<file path="config.mk">
export PLATFORM = sky130hd
export DESIGN_NAME = r88_intctl
export DESIGN_NICKNAME = d
export VERILOG_FILES = /design/src/rtl/r88_pkg.sv /design/src/rtl/r88_edge_det.sv /design/src/rtl/r88_intctl.sv
export SDC_FILE = /design/constraint.sdc
export NUM_CORES = 1
export LEC_CHECK = 0
export CAP_MARGIN = 0
export CORE_ASPECT_RATIO = 0.5
export CORE_UTILIZATION = 55
export CTS_CLUSTER_DIAMETER = 30
export DETAILED_ROUTE_END_ITERATION = 6
export GPL_TIMING_DRIVEN = 0
export PLACE_DENSITY = 0.85
export SLEW_MARGIN = 15
export SYNTH_ARGS = -nofsm -noshare
export SYNTH_HDL_FRONTEND = slang
export SYNTH_SLANG_ARGS = --single-unit
</file>
<file path="constraint.sdc">
create_clock -name sysClock -period 4.81 [get_ports sysClock]
set_input_delay 1.443 -clock sysClock [delete_from_list [all_inputs] [get_ports sysClock]]
set_output_delay 1.443 -clock sysClock [all_outputs]
set_load 0.05 [all_outputs]
</file>
<file path="src/rtl/r88_pkg.sv">
// r88_pkg: shared definitions for the Rocket88 interrupt controller.
// Latency: n/a (types, constants and a combinational helper only).
// Backpressure: n/a.
// Contents: register offsets within the 4-byte window, the "no source" vector
// value, the priority-encoder result type and the encoder function itself.
package r88_pkg;

   // Register offsets (extA[1:0]) inside the controller window.
   localparam logic [1:0] R88_IC_PEND   = 2'd0;
   localparam logic [1:0] R88_IC_MASK   = 2'd1;
   localparam logic [1:0] R88_IC_EDGE   = 2'd2;
   localparam logic [1:0] R88_IC_VECTOR = 2'd3;

   // VECTOR read value when nothing is both pending and enabled.
   localparam logic [7:0] R88_IC_VEC_NONE = 8'h80;

   typedef struct packed {
      logic       vld;
      logic [2:0] idx;
   } r88Prio_t;

   // Lowest set bit wins: bit 0 is the highest-priority source.
   function automatic r88Prio_t r88PrioEnc(input logic [7:0] vec);
      r88Prio_t res;
      res.vld = 1'b0;
      res.idx = 3'd0;
      for (int i = 7; i >= 0; i--) begin
         if (vec[i]) begin
            res.vld = 1'b1;
            res.idx = 3'(i);
         end
      end
      return res;
   endfunction

endpackage

</file>
<file path="src/rtl/r88_edge_det.sv">
// r88_edge_det: 1-bit source conditioner with rising-edge detection.
// Latency: level/rise are combinational from srcIn (or 2 cycles behind it when
//          R88_INTCTL_SYNC_EN is defined, which adds a 2-flop synchronizer).
// Backpressure: none; the source is sampled every cycle.
// Ports: clk/rst (async active-high), srcIn raw source, level conditioned
//        source, rise = level & ~previous level.
module r88_edge_det (
   input  logic clk,
   input  logic rst,
   input  logic srcIn,
   output logic level,
   output logic rise
);

`ifdef R88_INTCTL_SYNC_EN
   logic syncQ1;
   logic syncQ2;

   always_ff @(posedge clk or posedge rst) begin
      if (rst) begin
         syncQ1 <= 1'b0;
         syncQ2 <= 1'b0;
      end else begin
         syncQ1 <= srcIn;
         syncQ2 <= syncQ1;
      end
   end

   assign level = syncQ2;
`else
   // Source is already synchronous to clk.
   assign level = srcIn;
`endif

   logic prevQ;

   // History tracks the source unconditionally, so a later switch into edge
   // mode while the source is high does not see a phantom edge.
   always_ff @(posedge clk or posedge rst) begin
      if (rst) prevQ <= 1'b0;
      else     prevQ <= level;
   end

   assign rise = level & ~prevQ;

endmodule

</file>
<file path="src/rtl/r88_intctl.sv">
// r88_intctl: 8-source maskable interrupt + NMI controller for the Rocket88 core.
// Latency: reads combinational; irq registered one cycle after PEND&MASK changes;
//          nmiReq rises the cycle after an nmiSrc edge for NMI_PULSE cycles.
// Backpressure: none; bus accesses complete in the cycle they are presented.
// Ports: sysClock, resetReq (async active-high), extA/readMem/writeMem/dataIn bus
//        side, dataOut/dataOutEn read return, irqSrc[7:0] (bit 0 highest),
//        nmiSrc (rising edge), irq and nmiReq to the core.
// Build option: define R88_INTCTL_SYNC_EN to add 2-flop synchronizers on all sources.
// Parameters: BASE_ADDR must be 4-byte aligned; NMI_PULSE must be 1..15.
module r88_intctl
   import r88_pkg::*;
#(
   parameter logic [15:0] BASE_ADDR = 16'hFF00,
   parameter int          NMI_PULSE = 2
) (
   input  logic        sysClock,
   input  logic        resetReq,
   input  logic [15:0] extA,
   input  logic        readMem,
   input  logic        writeMem,
   input  logic [7:0]  dataIn,
   output logic [7:0]  dataOut,
   output logic        dataOutEn,
   input  logic [7:0]  irqSrc,
   input  logic        nmiSrc,
   output logic        irq,
   output logic        nmiReq
);

   logic [7:0] srcLvl;
   logic [7:0] srcRise;
   logic       nmiLvl;
   logic       nmiRise;

   logic [7:0] maskReg;
   logic [7:0] edgeReg;
   logic [7:0] edgePend;
   logic       rdPrev;
   logic [3:0] nmiCnt;

   // ------------------------------------------------------------------
   // Source conditioning
   // ------------------------------------------------------------------
   for (genvar g = 0; g < 8; g++) begin : gIrqDet
      r88_edge_det uDet (
         .clk   (sysClock),
         .rst   (resetReq),
         .srcIn (irqSrc[g]),
         .level (srcLvl[g]),
         .rise  (srcRise[g])
      );
   end

   r88_edge_det uNmiDet (
      .clk   (sysClock),
      .rst   (resetReq),
      .srcIn (nmiSrc),
      .level (nmiLvl),
      .rise  (nmiRise)
   );

   // nmiLvl is only consumed through the edge detector's rise output.
   logic nmiLvlUnused;
   assign nmiLvlUnused = nmiLvl;

   // ------------------------------------------------------------------
   // Decode and pending / priority
   // ------------------------------------------------------------------
   logic       hit;
   logic [1:0] regOff;
   logic       wrHit;
   logic       ackStb;

   assign hit    = (extA[15:2] == BASE_ADDR[15:2]);
   assign regOff = extA[1:0];
   assign wrHit  = writeMem & hit;
   // A combined read+write strobe performs only the write, so no ack.
   assign ackStb = readMem & ~writeMem & ~rdPrev & hit & (regOff == R88_IC_VECTOR);

   logic [7:0] pend;
   logic [7:0] active;
   r88Prio_t   prio;
   logic [7:0] vector;

   // Level-mode bits reflect the live source; edge-mode bits the latched pend.
   assign pend   = (edgeReg & edgePend) | (~edgeReg & srcLvl);
   assign active = pend & maskReg;
   assign prio   = r88PrioEnc(active);
   assign vector = prio.vld ? {5'b00000, prio.idx} : R88_IC_VEC_NONE;

   logic [7:0] ackClr;
   logic [7:0] w1cClr;
   logic [7:0] edgeSet;
   logic [7:0] edgePendNxt;

   always_comb begin
      ackClr = 8'h00;
      // Level sources are never cleared by an acknowledge.
      if (ackStb && prio.vld && edgeReg[prio.idx]) ackClr[prio.idx] = 1'b1;
   end

   assign w1cClr      = (wrHit && regOff == R88_IC_PEND) ? dataIn : 8'h00;
   assign edgeSet     = edgeReg & srcRise;
   // Set has priority over any clear arriving on the same edge.
   assign edgePendNxt = edgeSet | (edgePend & ~(w1cClr | ackClr));

   // ------------------------------------------------------------------
   // Read return
   // ------------------------------------------------------------------
   always_comb begin
      dataOut   = 8'h00;
      dataOutEn = 1'b0;
      if (readMem && hit) begin
         dataOutEn = 1'b1;
         case (regOff)
            R88_IC_PEND:   dataOut = pend;
            R88_IC_MASK:   dataOut = maskReg;
            R88_IC_EDGE:   dataOut = edgeReg;
            R88_IC_VECTOR: dataOut = vector;
            default:       dataOut = 8'h00;
         endcase
      end
   end

   // ------------------------------------------------------------------
   // Register file, irq, read-strobe history
   // ------------------------------------------------------------------
   always_ff @(posedge sysClock or posedge resetReq) begin
      if (resetReq) begin
         maskReg  <= 8'h00;
         edgeReg  <= 8'h00;
         edgePend <= 8'h00;
         rdPrev   <= 1'b0;
         irq      <= 1'b0;
      end else begin
         if (wrHit && regOff == R88_IC_MASK) maskReg <= dataIn;
         if (wrHit && regOff == R88_IC_EDGE) edgeReg <= dataIn;
         edgePend <= edgePendNxt;
         rdPrev   <= readMem;
         irq      <= |active;
      end
   end

   // ------------------------------------------------------------------
   // NMI pulse stretcher (retriggerable, not maskable)
   // ------------------------------------------------------------------
   always_ff @(posedge sysClock or posedge resetReq) begin
      if (resetReq) begin
         nmiCnt <= 4'd0;
      end else if (nmiRise) begin
         nmiCnt <= 4'(NMI_PULSE);
      end else if (nmiCnt != 4'd0) begin
         nmiCnt <= nmiCnt - 4'd1;
      end
   end

   // Driven straight from the counter flops so reset drops it at once.
   assign nmiReq = (nmiCnt != 4'd0);

endmodule

</file>
==> summary.md <==
| Metric | Value |
|---|---|
| Worst slew pin tran | `just under 500 ps` |
| Synth cell types | `64` |
| Global-route usage over all layers | `30.1%` |
| Gate Count Post-Synth | `228` |
| Filler cell count | `260` |
| Top FF cell, synth | `dfrtp_1` |
| Sequential area share after synthesis | `a little over two fifths` |
| # DRC | `0` |
| Largest net degree at the start of global routing | `24` |
| Clk buf depth | `2` |
| RSZ-0062 raised after global routing | `true` |
| Critical path class | `in2out` |
| CTS H-tree depth | `2` |
| WP data arrival | `3410 ps` |
| Util after Layout | `78.2%` |
| Fmax | `about 200 MHz` |
| Mux contribution to synthesized area | `11.5%` |
| Antenna Cells | `0` |
| CTS Hold Bufs | `0` |
| Synth Area in Compound Gates | `approximately 16%` |
| Outcome | `complete, but fails checks` |
| Worst-path cell chain | `dlygate4sd2_1 > mux2_4 > a222oi_1 > a21boi_2 > nor2_4 > a211o_1 > a21oi_2 > buf_6` |
| Dpl cells | `329` |
| Maxcap violations | `0` |
| Storage element area | `976 um^2` |
| Setup TNS | `-42.5 ps` |
| FF-to-FF setup slack | `2460 ps` |
| CP Capture Type | `output pin` |
| Fin. Hold Viols | `0` |
| Hpwl dp | `4340 um` |
| Pins Over Slew Limit | `0` |
| Multi-input gate area | `0.00130 mm^2` |
| Io pins | `48` |
| Worst Skew | `8.95 ps` |
| DRT iter0 DRCs | `160` |
| Layout cell share with drive strength beyond 1 | `22.1%` |
| PortBufs | `46` |
| Largest family of logic cells by synthesized area | `simple AND/OR/NAND/NOR gates` |
| Worst skew pair latency | `300 ps` |
| Yosys warns | `0` |
| Minimum clock period | `4850 ps` |
| Clock sink count | `39` |
| Layout area overhead | `35.2%` |
| Post-Synth Adder-Cell Area | `1.10%` |
| Final wirelength | `approximately 6200 um` |
| Num CTS Buffers | `5` |
| Crit Path Max Fanout | `5` |
| CTS clk-pin slew, worst paths | `80 ps` |
| Syn nets | `267` |
| Rows | `16` |
| Initial antenna violation count | `0` |
| Worst Setup Start Kind | `primary input` |
| Die ar. | `around 0.0044 mm^2` |
| Global placement routability congestion | `0.900` |
| Wire length of the first global-routing pass | `9560 um` |
| Crit-path max cell delay | `410 ps` |
| Root Driver | `clkbuf_8` |
| Vias | `2065` |
| Antenna-violating nets left | `0` |
| WL/cell | `18.1 um` |
| Core area | `0.00392 mm^2` |
| Post-Synth Simple-Gate Area | `23.9%` |
| TritonRoute pass-1 iters | `4` |
| Synthesized area per cell | `9.95 um^2` |
| Die height | `47.4 um` |
| Finished Layout Cells | `between 300 and 400` |
| Starting Density | `about 58%` |
| Post-Synth XOR/XNOR Area | `less than 1%` |
| Pwr per Cell Area | `278 mW/mm^2` |
| Total grt overflow | `0` |
| Slew margin rel. | `about two thirds` |
| Hold crit path type | `reg2reg` |
| CTS tree | `done` |
| Peak supply drop | `0.000245 V` |
| Synthesized area | `around 0.0023 mm^2` |
| Vias per cell | `6.02` |
| Synthesis-stage register bit count | `39` |
| Setup violations, final | `1` |
| Die W | `92.9 um` |
| Post-synth EDFFs | `0` |
| Period utilization | `101%` |
| Worst setup margin | `-42.5 ps` |
| Nets | `327` |
| Slowest cell on crit path | `a222oi_1` |
| FFs w/ async S/R, synth | `100%` |
| Leak | `1.34 nW` |
| WP data required | `3370 ps` |
| Failing checks | `setup timing` |
| Vias in the first global route | `1881` |
[flip-flops by register name, summed over array words and instances (netlist names)]
signal,flops
uNmiDet.prevQ,1
irq,1
nmiCnt,4
gIrqDet.uDet.prevQ,8
edgePend,8
maskReg,8
rdPrev,1
edgeReg,8
[per-stage QoR]
| stage | instance area, um^2 | power [mW] | setup slack (ps) | hold WS, ps |
|---|---|---|---|---|
| after floorplan | 2280 | 0.459 | 13.3 | 399 |
| after global placement | 2810 | 0.512 | -924 | 404 |
| after detailed placement | 2840 | 0.527 | -949 | 417 |
| after CTS | 3040 | 0.856 | 2.34 | 437 |
| after global routing | 3070 | 0.886 | -65.0 | 444 |
| final | 3070 | 0.853 | -42.5 | 431 |
[routing by layer]
layer  track usage [%]  part of all wire, %  vias to the layer above
met5                 0                    0                        -
met2              50.7                   47                       98
li1                  -                    -                      951
met3              6.03                  8.4                       10
met1              40.1                   43                     1006
met4              11.4                  1.2                        0
[layout make-up]
type                       instances  area share (%)
clock buffer                       5            2.24
timing repair buffer              53            16.6
clock inverter                     3            2.20
multi-input combinational        170            42.3
sequential                        39            31.8
tap                               54            2.20
buffer                             8            1.39
inverter                          11            1.35
[layout by cell type (no fill, tap or decap), types with 3 or more instances in the layout]
cell and n:
nor3_1 4, clkbuf_8 5, mux2_4 9, buf_6 4, clkdlybuf4s50_1 30, mux2_1 6
a211oi_1 3, nand4_1 3, nor3_2 3, nand2_1 35, nor3b_1 4, buf_2 3
o32a_1 3, o22ai_1 4, dlygate4sd2_1 5, nor2_1 18, buf_4 8, clkbuf_1 4
clkbuf_4 3, o21ai_1 10, nand2b_1 3, inv_1 9, mux2i_1 3, o21ai_0 3
dfrtp_1 39, a21oi_1 7
[critical path, delay by kind of cell]
family | cells | cell delay, ps
buf+inv | 2 | 440
simple gates | 1 | 80
mux | 1 | 290
compound gates | 4 | 1160
[cells in the mapped netlist (all sizes together), types with 4 or more instances]
| library cell | count | area, um^2 |
|---|---|---|
| mux2i | 4 | 40.0 |
| inv | 10 | 37.5 |
| nor3b | 5 | 42.5 |
| mux2 | 16 | 199 |
| clkbuf | 4 | 15.0 |
| o22ai | 4 | 25.0 |
| nor2 | 19 | 71.3 |
| o21ai | 13 | 65.1 |
| a211oi | 4 | 30.0 |
| a21oi | 8 | 40.0 |
| nand2 | 36 | 135 |
| dfrtp | 39 | 976 |
| buf | 4 | 27.5 |
| nor3 | 7 | 45.0 |
[logic make-up after synthesis]
group                      after synthesis
buffers and inverters                   19
and+or+nand+nor                         95
xor gates and xnor gates                 2
AOI/OAI and AO/OA                       50
DFF                                     39
muxes                                   21
adders and majority gates                2
[path summary, 6_finish.rpt]
check                                           start                    end  cells after the start
worst max-delay path                        irqSrc[0]             dataOut[0]                      8
worst max register to register             edgeReg[4]            edgePend[5]                      6
min in group asynchronous                    resetReq            edgePend[6]                      2
worst min-delay path            gIrqDet[0].uDet.prevQ            edgePend[0]                      1
worst min register to register  gIrqDet[0].uDet.prevQ            edgePend[0]                      1
max in group asynchronous                    resetReq  gIrqDet[3].uDet.prevQ                      3
[power by group]
| part | total [mW] | leakage (nW) | internal, mW | switching, mW |
|---|---|---|---|---|
| sequential | 0.358 | 0.463 | 0.347 | 0.0115 |
| clock | 0.328 | 0.0644 | 0.207 | 0.121 |
| combinational | 0.167 | 0.813 | 0.0777 | 0.0891 |
[repair_timing]
action / 4_1_cts / 5_1_grt
pin swaps: 7 / 2
endpoints found under the setup margin: 9 / 9
buffers inserted: 5 / 1
gates resized for setup: 69 / 9
Power figures use the tool's default switching activity.
